File: config.mk
export PLATFORM = sky130hd
export DESIGN_NAME = call_stack_flat
export DESIGN_NICKNAME = d
export VERILOG_FILES = /design/src/rtl/call_stack_pkg.sv /design/src/rtl/call_stack_if.sv /design/src/rtl/call_stack_mem.sv /design/src/rtl/call_stack.sv /design/src/flat_wrapper.sv
export SDC_FILE = /design/constraint.sdc
export NUM_CORES = 1
export LEC_CHECK = 0
export BUFFER_PORTS_ARGS = -buffer_cell sky130_fd_sc_hd__buf_2
export CELL_PAD_IN_SITES_DETAIL_PLACEMENT = 1
export CELL_PAD_IN_SITES_GLOBAL_PLACEMENT = 1
export CORE_MARGIN = 4
export CORE_UTILIZATION = 40
export DETAILED_ROUTE_END_ITERATION = 12
export GPL_TIMING_DRIVEN = 0
export HOLD_SLACK_MARGIN = 0.12
export PLACE_DENSITY = 0.64
export SETUP_SLACK_MARGIN = 0.15
export SYNTH_ARGS = -nofsm -noshare
export SYNTH_HDL_FRONTEND = slang
export SYNTH_SLANG_ARGS = --single-unit
File: constraint.sdc
create_clock -name clk -period 3.8 [get_ports clk]
set_clock_uncertainty 0.1 [all_clocks]
set_input_delay 0.19 -clock clk [delete_from_list [all_inputs] [get_ports clk]]
set_output_delay 0.19 -clock clk [all_outputs]
set_load 0.1 [all_outputs]
File: src/rtl/call_stack_pkg.sv
// Shared definitions for the DRFA call/return stack: default geometry and overflow policy encodings.
package call_stack_pkg;

  localparam int unsigned DRFA_PC_W        = 9;
  localparam int unsigned DRFA_FLAG_W      = 4;
  localparam int unsigned DRFA_STACK_DEPTH = 8;

  typedef enum logic {
    CS_OVF_REJECT = 1'b0,
    CS_OVF_WRAP   = 1'b1
  } cs_ovf_mode_e;

endpackage

File: src/rtl/call_stack_if.sv
// Control-side bundle of the call stack; err_clr exists only when CALL_STACK_ERR_EN is defined.
interface call_stack_if
  import call_stack_pkg::*;
#(
  parameter int unsigned DEPTH  = DRFA_STACK_DEPTH,
  parameter int unsigned PC_W   = DRFA_PC_W,
  parameter int unsigned FLAG_W = DRFA_FLAG_W
) ();

  localparam int unsigned CNT_W = $clog2(DEPTH + 1);

  logic              push_en;
  logic              pop_en;
  logic [PC_W-1:0]   push_pc;
  logic [FLAG_W-1:0] push_flags;
  logic [PC_W-1:0]   top_pc;
  logic [FLAG_W-1:0] top_flags;
  logic              empty;
  logic              full;
  logic [CNT_W-1:0]  count;
  logic              err_ovf;
  logic              err_unf;
`ifdef CALL_STACK_ERR_EN
  logic              err_clr;

  modport master (
    output push_en, pop_en, push_pc, push_flags, err_clr,
    input  top_pc, top_flags, empty, full, count, err_ovf, err_unf
  );
  modport slave (
    input  push_en, pop_en, push_pc, push_flags, err_clr,
    output top_pc, top_flags, empty, full, count, err_ovf, err_unf
  );
`else
  modport master (
    output push_en, pop_en, push_pc, push_flags,
    input  top_pc, top_flags, empty, full, count, err_ovf, err_unf
  );
  modport slave (
    input  push_en, pop_en, push_pc, push_flags,
    output top_pc, top_flags, empty, full, count, err_ovf, err_unf
  );
`endif

endinterface

File: src/rtl/call_stack_mem.sv
// Entry storage for the call stack: flop array, one synchronous write port, one asynchronous read port.
module call_stack_mem #(
  parameter int unsigned DEPTH = 8,
  parameter int unsigned WIDTH = 13,
  parameter int unsigned AW    = $clog2(DEPTH)
) (
  input  logic             clk,
  input  logic             we,
  input  logic [AW-1:0]    waddr,
  input  logic [WIDTH-1:0] wdata,
  input  logic [AW-1:0]    raddr,
  output logic [WIDTH-1:0] rdata
);

  logic [WIDTH-1:0] mem_q [DEPTH];

  always_ff @(posedge clk) begin
    if (we) mem_q[waddr] <= wdata;
  end

  assign rdata = mem_q[raddr];

endmodule

File: src/rtl/call_stack.sv
// Call/return stack: circular write pointer and occupancy control over call_stack_mem.
// Optional sticky error flags and err_clr are built when CALL_STACK_ERR_EN is defined.
module call_stack
  import call_stack_pkg::*;
#(
  parameter int unsigned  DEPTH    = DRFA_STACK_DEPTH,
  parameter int unsigned  PC_W     = DRFA_PC_W,
  parameter int unsigned  FLAG_W   = DRFA_FLAG_W,
  parameter cs_ovf_mode_e OVF_MODE = CS_OVF_REJECT
) (
  input logic         clk,
  input logic         rst_n,
  call_stack_if.slave bus
);

  localparam int unsigned SP_W  = $clog2(DEPTH);
  localparam int unsigned CNT_W = $clog2(DEPTH + 1);
  localparam int unsigned ENT_W = PC_W + FLAG_W;

  logic [SP_W-1:0]  sp_q, sp_d, sp_inc, sp_dec, wr_addr;
  logic [CNT_W-1:0] count_q, count_d;
  logic [ENT_W-1:0] rd_data;
  logic             wr_en, ovf_ev, unf_ev, is_empty, is_full;

  assign is_empty = (count_q == '0);
  assign is_full  = (count_q == CNT_W'(DEPTH));
  assign sp_inc   = (sp_q == SP_W'(DEPTH - 1)) ? '0 : sp_q + 1'b1;
  assign sp_dec   = (sp_q == '0) ? SP_W'(DEPTH - 1) : sp_q - 1'b1;

  always_comb begin
    sp_d    = sp_q;
    count_d = count_q;
    wr_en   = 1'b0;
    wr_addr = sp_q;
    ovf_ev  = 1'b0;
    unf_ev  = 1'b0;
    if (bus.push_en && bus.pop_en && !is_empty) begin
      // replace-in-place: the slot just below sp is the current top
      wr_en   = 1'b1;
      wr_addr = sp_dec;
    end else if (bus.push_en) begin
      if (!is_full) begin
        wr_en   = 1'b1;
        sp_d    = sp_inc;
        count_d = count_q + 1'b1;
      end else begin
        ovf_ev = 1'b1;
        if (OVF_MODE == CS_OVF_WRAP) begin
          // when full, sp points at the oldest entry, so overwriting it keeps the newest DEPTH
          wr_en = 1'b1;
          sp_d  = sp_inc;
        end
      end
    end else if (bus.pop_en) begin
      if (!is_empty) begin
        sp_d    = sp_dec;
        count_d = count_q - 1'b1;
      end else begin
        unf_ev = 1'b1;
      end
    end
    if (!rst_n) wr_en = 1'b0;
  end

  always_ff @(posedge clk) begin
    if (!rst_n) begin
      sp_q    <= '0;
      count_q <= '0;
    end else begin
      sp_q    <= sp_d;
      count_q <= count_d;
    end
  end

  call_stack_mem #(
    .DEPTH (DEPTH),
    .WIDTH (ENT_W),
    .AW    (SP_W)
  ) u_mem (
    .clk   (clk),
    .we    (wr_en),
    .waddr (wr_addr),
    .wdata ({bus.push_pc, bus.push_flags}),
    .raddr (sp_dec),
    .rdata (rd_data)
  );

  assign bus.top_pc    = is_empty ? '0 : rd_data[ENT_W-1:FLAG_W];
  assign bus.top_flags = is_empty ? '0 : rd_data[FLAG_W-1:0];
  assign bus.empty     = is_empty;
  assign bus.full      = is_full;
  assign bus.count     = count_q;

`ifdef CALL_STACK_ERR_EN
  logic err_ovf_q, err_ovf_d, err_unf_q, err_unf_d;

  always_comb begin
    err_ovf_d = err_ovf_q;
    err_unf_d = err_unf_q;
    if (bus.err_clr) begin
      err_ovf_d = 1'b0;
      err_unf_d = 1'b0;
    end
    if (ovf_ev) err_ovf_d = 1'b1;
    if (unf_ev) err_unf_d = 1'b1;
  end

  always_ff @(posedge clk) begin
    if (!rst_n) begin
      err_ovf_q <= 1'b0;
      err_unf_q <= 1'b0;
    end else begin
      err_ovf_q <= err_ovf_d;
      err_unf_q <= err_unf_d;
    end
  end

  assign bus.err_ovf = err_ovf_q;
  assign bus.err_unf = err_unf_q;
`else
  logic unused_ev;
  assign unused_ev   = ovf_ev ^ unf_ev;
  assign bus.err_ovf = 1'b0;
  assign bus.err_unf = 1'b0;
`endif

endmodule
File: src/flat_wrapper.sv
// flat-port wrapper written by rule: the top's interface ports become plain ports
module call_stack_flat import call_stack_pkg::*;
#(
  parameter int unsigned  DEPTH    = DRFA_STACK_DEPTH,
  parameter int unsigned  PC_W     = DRFA_PC_W,
  parameter int unsigned  FLAG_W   = DRFA_FLAG_W,
  parameter cs_ovf_mode_e OVF_MODE = CS_OVF_REJECT
)
  (clk, rst_n, bus_push_en, bus_pop_en, bus_push_pc, bus_push_flags, bus_top_pc, bus_top_flags, bus_empty, bus_full, bus_count, bus_err_ovf, bus_err_unf);
  call_stack_if #(.DEPTH(DEPTH), .PC_W(PC_W), .FLAG_W(FLAG_W)) bus_i ();
  input logic clk;
  input logic rst_n;
  input wire logic [$bits(bus_i.push_en)-1:0] bus_push_en;
  input wire logic [$bits(bus_i.pop_en)-1:0] bus_pop_en;
  input wire logic [$bits(bus_i.push_pc)-1:0] bus_push_pc;
  input wire logic [$bits(bus_i.push_flags)-1:0] bus_push_flags;
  output wire logic [$bits(bus_i.top_pc)-1:0] bus_top_pc;
  output wire logic [$bits(bus_i.top_flags)-1:0] bus_top_flags;
  output wire logic [$bits(bus_i.empty)-1:0] bus_empty;
  output wire logic [$bits(bus_i.full)-1:0] bus_full;
  output wire logic [$bits(bus_i.count)-1:0] bus_count;
  output wire logic [$bits(bus_i.err_ovf)-1:0] bus_err_ovf;
  output wire logic [$bits(bus_i.err_unf)-1:0] bus_err_unf;
  assign bus_i.push_en = bus_push_en;
  assign bus_i.pop_en = bus_pop_en;
  assign bus_i.push_pc = bus_push_pc;
  assign bus_i.push_flags = bus_push_flags;
  assign bus_top_pc = bus_i.top_pc;
  assign bus_top_flags = bus_i.top_flags;
  assign bus_empty = bus_i.empty;
  assign bus_full = bus_i.full;
  assign bus_count = bus_i.count;
  assign bus_err_ovf = bus_i.err_ovf;
  assign bus_err_unf = bus_i.err_unf;
  call_stack #(.DEPTH(DEPTH), .PC_W(PC_W), .FLAG_W(FLAG_W), .OVF_MODE(OVF_MODE)) u_core (.clk(clk), .rst_n(rst_n), .bus(bus_i));
endmodule
---- Word-level counts from Yosys, hierarchy flattened ----
Memories as Yosys holds them, arrays and structs flattened.
Cells that the tools add are included.
operators by class
  $add $sub $neg .......................... 4
  $mul .................................... 0
  divide/modulo/power cells ............... 0
  order comparisons ....................... 0
  equal/unequal tests ..................... 4
  shift-type cells ........................ 0
  muxes and demuxes ....................... 19
  bitwise gates (word level) .............. 1
  reduce and logical (&&, ||, !) cells .... 7
operators with widths
  kind                   count
  $mux W3                7
  $mux W4                5
  $mux W9                1
  $mux W1                6
  $add A4 B1 Y4 const B  1
  $eq A4 B4 Y1 const B   1
  $logic_not A4 Y1       1
  $ne A2 B2 Y1 const B   2
  $reduce_and A4 Y1      1
  $sub A4 B1 Y4 const B  1
  $add A3 B1 Y3 const B  1
  $eq A3 B3 Y1 const B   1
  $logic_not A3 Y1       1
  $sub A3 B1 Y3 const B  1
  $logic_and A1 B1 Y1    2
  $reduce_bool A2 Y1     1
  $logic_not A1 Y1       1
  $not A1 Y1             1
storage, ports and cells
  bits in registers ....................... 7
  bits in latches ......................... 0
  memory bits (writable) .................. 104
  ROM bits ................................ 0
  output and inout port bits .............. 21
  logic and storage cells ................. 38
  memories ................................ 1
memory list
  name                depth  width  rd ports  clocked after memory_dff  write ports  RTL line              RTL
  u_core.u_mem.mem_q  8      13     1         0                         1            call_stack_mem.sv:15  logic [WIDTH-1:0] mem_q [DEPTH];

---- Logic depth before layout (Yosys ltp) ----
  depth after elaboration ................. 7
  mapped depth ............................ 10
  gate-level depth less buffers ........... 6

---- Modules after synthesis ----
A second synthesis with hierarchy kept.
second synthesis, totals
  cell total of the unflattened synthesis .. 252
  area total of the unflattened synthesis .. 4748.3 sq um
by module, submodules not included
  module          instances  cells each  area each (sq um)
  call_stack_mem  1          163         4055.1
  call_stack      1          89          693.2

---- Worst setup path after synthesis ----
No wires, ideal clock.
  kind .................................... register to output
  start point ............................. register u_core.count_q[1] (netlist: u_core.bus.count[1])
  end point ............................... output bus_top_flags[2]
  arrival ................................. 3.896 ns
  data required time ...................... 3.510 ns
  setup slack ............................. -0.386 ns
  cell stages (with the launch flop) ...... 6
  cell sequence ........................... dfxtp_1 > or4_4 > buf_6 > clkinv_2 > clkbuf_1 > a21oi_1
between the ends
  word-level cells in the longest chain between the ends .. 2
ends and longest elaborated chain
  item                    RTL line            RTL
  from (decl)             call_stack.sv:21    logic [CNT_W-1:0] count_q, count_d;
  from (signal assigned)  call_stack.sv:71    count_q <= count_d;
  $logic_not A4 Y1        call_stack.sv:25    assign is_empty = (count_q == '0);
  named net bus_empty     flat_wrapper.sv:19  output wire logic [$bits(bus_i.empty)-1:0] bus_empty;
  $mux W4                 call_stack.sv:89    assign bus.top_flags = is_empty ? '0 : rd_data[FLAG_W-1:0];
  to (decl)               flat_wrapper.sv:18  output wire logic [$bits(bus_i.top_flags)-1:0] bus_top_flags;
The timed path passes the listed nets, and every way through them passes these cells.

---- Final worst setup path ----
  start point ............................. register u_core.sp_q[0]
  end point ............................... output bus_top_flags[2]
between the ends
  word-level cells in the longest chain between the ends .. 4
ends and longest elaborated chain
  item                                                      RTL line          RTL
  from (decl)                                               call_stack.sv:20  logic [SP_W-1:0] sp_q, sp_d, sp_inc, sp_dec, wr_addr;
  from (signal assigned)                                    call_stack.sv:70  sp_q <= sp_d;
  $sub A3 B1 Y3 / $logic_not A3 Y1 (equally long branches)  call_stack.sv:28  assign sp_dec = (sp_q == '0) ? SP_W'(DEPTH - 1) : sp_q - 1'b1;
  $mux W3 (*)                                               call_stack.sv:28
  $mem_v2 Z8 W13 (*)                                        n/a
  $mux W4 (*)                                               call_stack.sv:89
Mark *: on every way between the ends. The rest lies on a longest branch, timed or not.

==> out/results.ini <==
[finish]
layout-drive-gt1-share=0.1972
antennaDiodeCount=0
final_core_util=0.4807
design_area_mm2=0.006042
areaGrowthSynthToFinish_pct=18.18
nNetsFinal=457

[worst_hold_path]
hold_class=input port to flip-flop
min_from=bus_push_en
hold_end=u_core.bus.count[3]
whs_path_depth=3

[floorplan]
ioPinCount=38
die-height_um=121.1
placementRows=41
initial_utilization=0.4068
dieArea_mm2=0.01465
core_area_mm2=0.01257
die_w_um=121.1

[drt]
vias_per_cell=5.663
antenna_left=0
drtIter0Drc=327
dr.pass1.iters=5
routed_wirelength_um=13600
route.detailed.drc=0
via_count=3443
wire_per_inst_um=22.37

[synth]
yosys.area.top_type_share=0.6109
ys_ff_latch=111
ys_warn_count=0
seq_area_frac_synth=0.6383
synth_top_flop_cell=edfxtp_1
synth_edf_count=104
synth_cell_types=52
yosys-top-cells-area=edfxtp_1 (61%), mux2i_1 (5.5%), o311ai_0 (4.3%)
syn_area_mm2=0.005112
synthArstFlopShare=0
yosysTopAreaCell=edfxtp_1
syn_inst=369
avgSynthCellArea_um2=13.85

[cts]
post-cts-setup-buffers=0
clk_pin_slew_worst_paths_ps=70
clk_latency_ps=350
h-tree-depth=3
cts_max_path_buffers=2
numCtsBuffers=9
cts_tree=built
cts-root-buf=clkbuf_16
cts_sinks=111

[critical_path]
r2r_cells=8
path_max_fanout=10
r2r-start=u_core.sp_q[0]
critical_path_arrival_ps=3220
critPathKind=flip-flop to output port
endpoint_kind=output port
ff2ff_setup_slack_ps=560
timing.rr.end=u_core.u_mem.mem_q[7][1]
cp_data_required_time_ps=3510
cp-start-kind=flip-flop

[timing]
rsz0062_at_grt=yes
fin_crit_ps=3514
slew_headroom=0.3797
finalHoldViolCount=0
period_share=0.9247
final_max_slew_viol_count=0
worst_pin_slew_ps=930.4
setup_viol=0
timing.fmax_ghz=0.2846

[run]
maxCapViolCount=0

[placement]
place_area_mm2=0.005584
io_buffers=32
dp_hpwl_um=9126
place_congestion=0.7704

[global_routing]
grt_usage=0.1944
gr-total-overflow=0
grt_pass1_vias=3579
grt_pass1_wl_um=20930
antenna_found_initial=0
grt_max_degree=17

[status]
status=complete, no violations

-- final cells by class --
cell class | instances | area (um^2)
Tap cell | 172 | 215.2
Buffer | 35 | 178.9
Multi-Input combinational cell | 218 | 1693
Clock inverter | 4 | 48.80
Fill cell | 1288 | 6526
Sequential cell | 111 | 3263
Timing Repair Buffer | 52 | 390.4
Clock buffer | 10 | 229.0
Inverter | 6 | 23.77
-- cell usage in the layout, fill, tap and decap left out, types with 3 or more instances in the layout --
cell | synthesis | layout
o311a_1 | 3 | 3
dfxtp_1 | 7 | 7
clkbuf_16 | 0 | 9
and2_1 | 5 | 5
nand2_1 | 4 | 4
and3_1 | 28 | 28
edfxtp_1 | 104 | 104
a21oi_1 | 16 | 16
nor3_1 | 8 | 4
o21ai_0 | 3 | 3
buf_6 | 3 | 9
clkbuf_2 | 1 | 9
nor2_1 | 3 | 3
buf_4 | 2 | 7
clkbuf_4 | 0 | 4
inv_1 | 4 | 4
nand3_1 | 27 | 27
mux2i_1 | 28 | 28
dlygate4sd3_1 | 0 | 14
o311ai_0 | 25 | 25
ha_1 | 6 | 6
a21boi_0 | 25 | 25
clkbuf_1 | 23 | 15
buf_2 | 4 | 28
nor3_2 | 0 | 4
-- Yosys cell counts, drive strengths merged (5+ instances only) --
library cell and n:
and3 28, and2 5, nor3 8, o21ai 5
buf 11, a21boi 25, dfxtp 7, o311ai 25
clkbuf 24, edfxtp 104, mux2i 28, nand3 27
ha 6, a21oi 17
-- state kept, by name (all words and copies together) (netlist names) --
name,count
u_core.u_mem.mem_q,104
u_core.bus.count,4
u_core.sp_q,3
-- layer usage --
| layer | share of wire | GRT usage |
|---|---|---|
| met1 | 0.45 | 0.2603 |
| met2 | 0.48 | 0.3150 |
| met3 | 0.049 | 0.03263 |
| met4 | 0.024 | 0.07861 |
| met5 | 0 | 0 |
-- cell families (layout without fill, tap and decap cells) --
group / after synthesis / count (layout) / synth area share
AOI/OAI and AO/OA: 90 / 90 / 0.1395
xor gates and xnor gates: 1 / 1 / 0.001713
adders and majority gates: 7 / 7 / 0.01860
buffers and inverters: 41 / 107 / 0.03744
DFF: 111 / 111 / 0.6383
muxes: 29 / 29 / 0.05776
other: 1 / 2 / 0.0007335
and+or+nand+nor: 89 / 89 / 0.1060
-- critical path: stages, from the launching register on --
cell	delay [ps]
dfxtp_1	340
buf_2	230
inv_1	140
ha_1	430
clkbuf_1	500
clkbuf_2	430
nand3_1	130
o311ai_0	140
a21oi_1	180
clkbuf_4	330
-- stage by stage --
step           cells  setup WS [ps]  hold slack, ps  setup TNS [ps]
6_report         608          286.3           154.6               0
5_1_grt          608          119.8           165.3               0
4_1_cts          608          132.3           132.8               0
3_5_place_dp     580          267.0           371.6               0
3_3_place_gp     574         -712.9           355.5          -35100
2_1_floorplan    370         -385.9           188.9           -3473
-- what timing repair did --
action,in CTS,in global routing
resized for setup,8,18
hold endpoints to repair,108,0
hold buffers,14,0
setup endpoints to repair,13,26
-- how the worst max path moves through the flow --
| stage | from | to | slack, ps | cells past startpoint |
|---|---|---|---|---|
| 2_1_floorplan | u_core.bus.count[1] | bus_top_flags[2] | -390 | 5 |
| 3_3_place_gp | u_core.sp_q[0] | u_core.u_mem.mem_q[4][4] | -710 | 7 |
| 3_5_place_dp | u_core.sp_q[0] | u_core.u_mem.mem_q[3][5] | 270 | 7 |
| 4_1_cts | u_core.sp_q[0] | bus_top_flags[2] | 130 | 9 |
| 5_1_grt | u_core.sp_q[0] | bus_top_pc[2] | 120 | 11 |
| 6_report | u_core.sp_q[0] | bus_top_flags[2] | 290 | 9 |
Power is left out: the tool's default activity adds up to more than one toggle a clock period on the data nets, which glitch-free logic cannot reach.
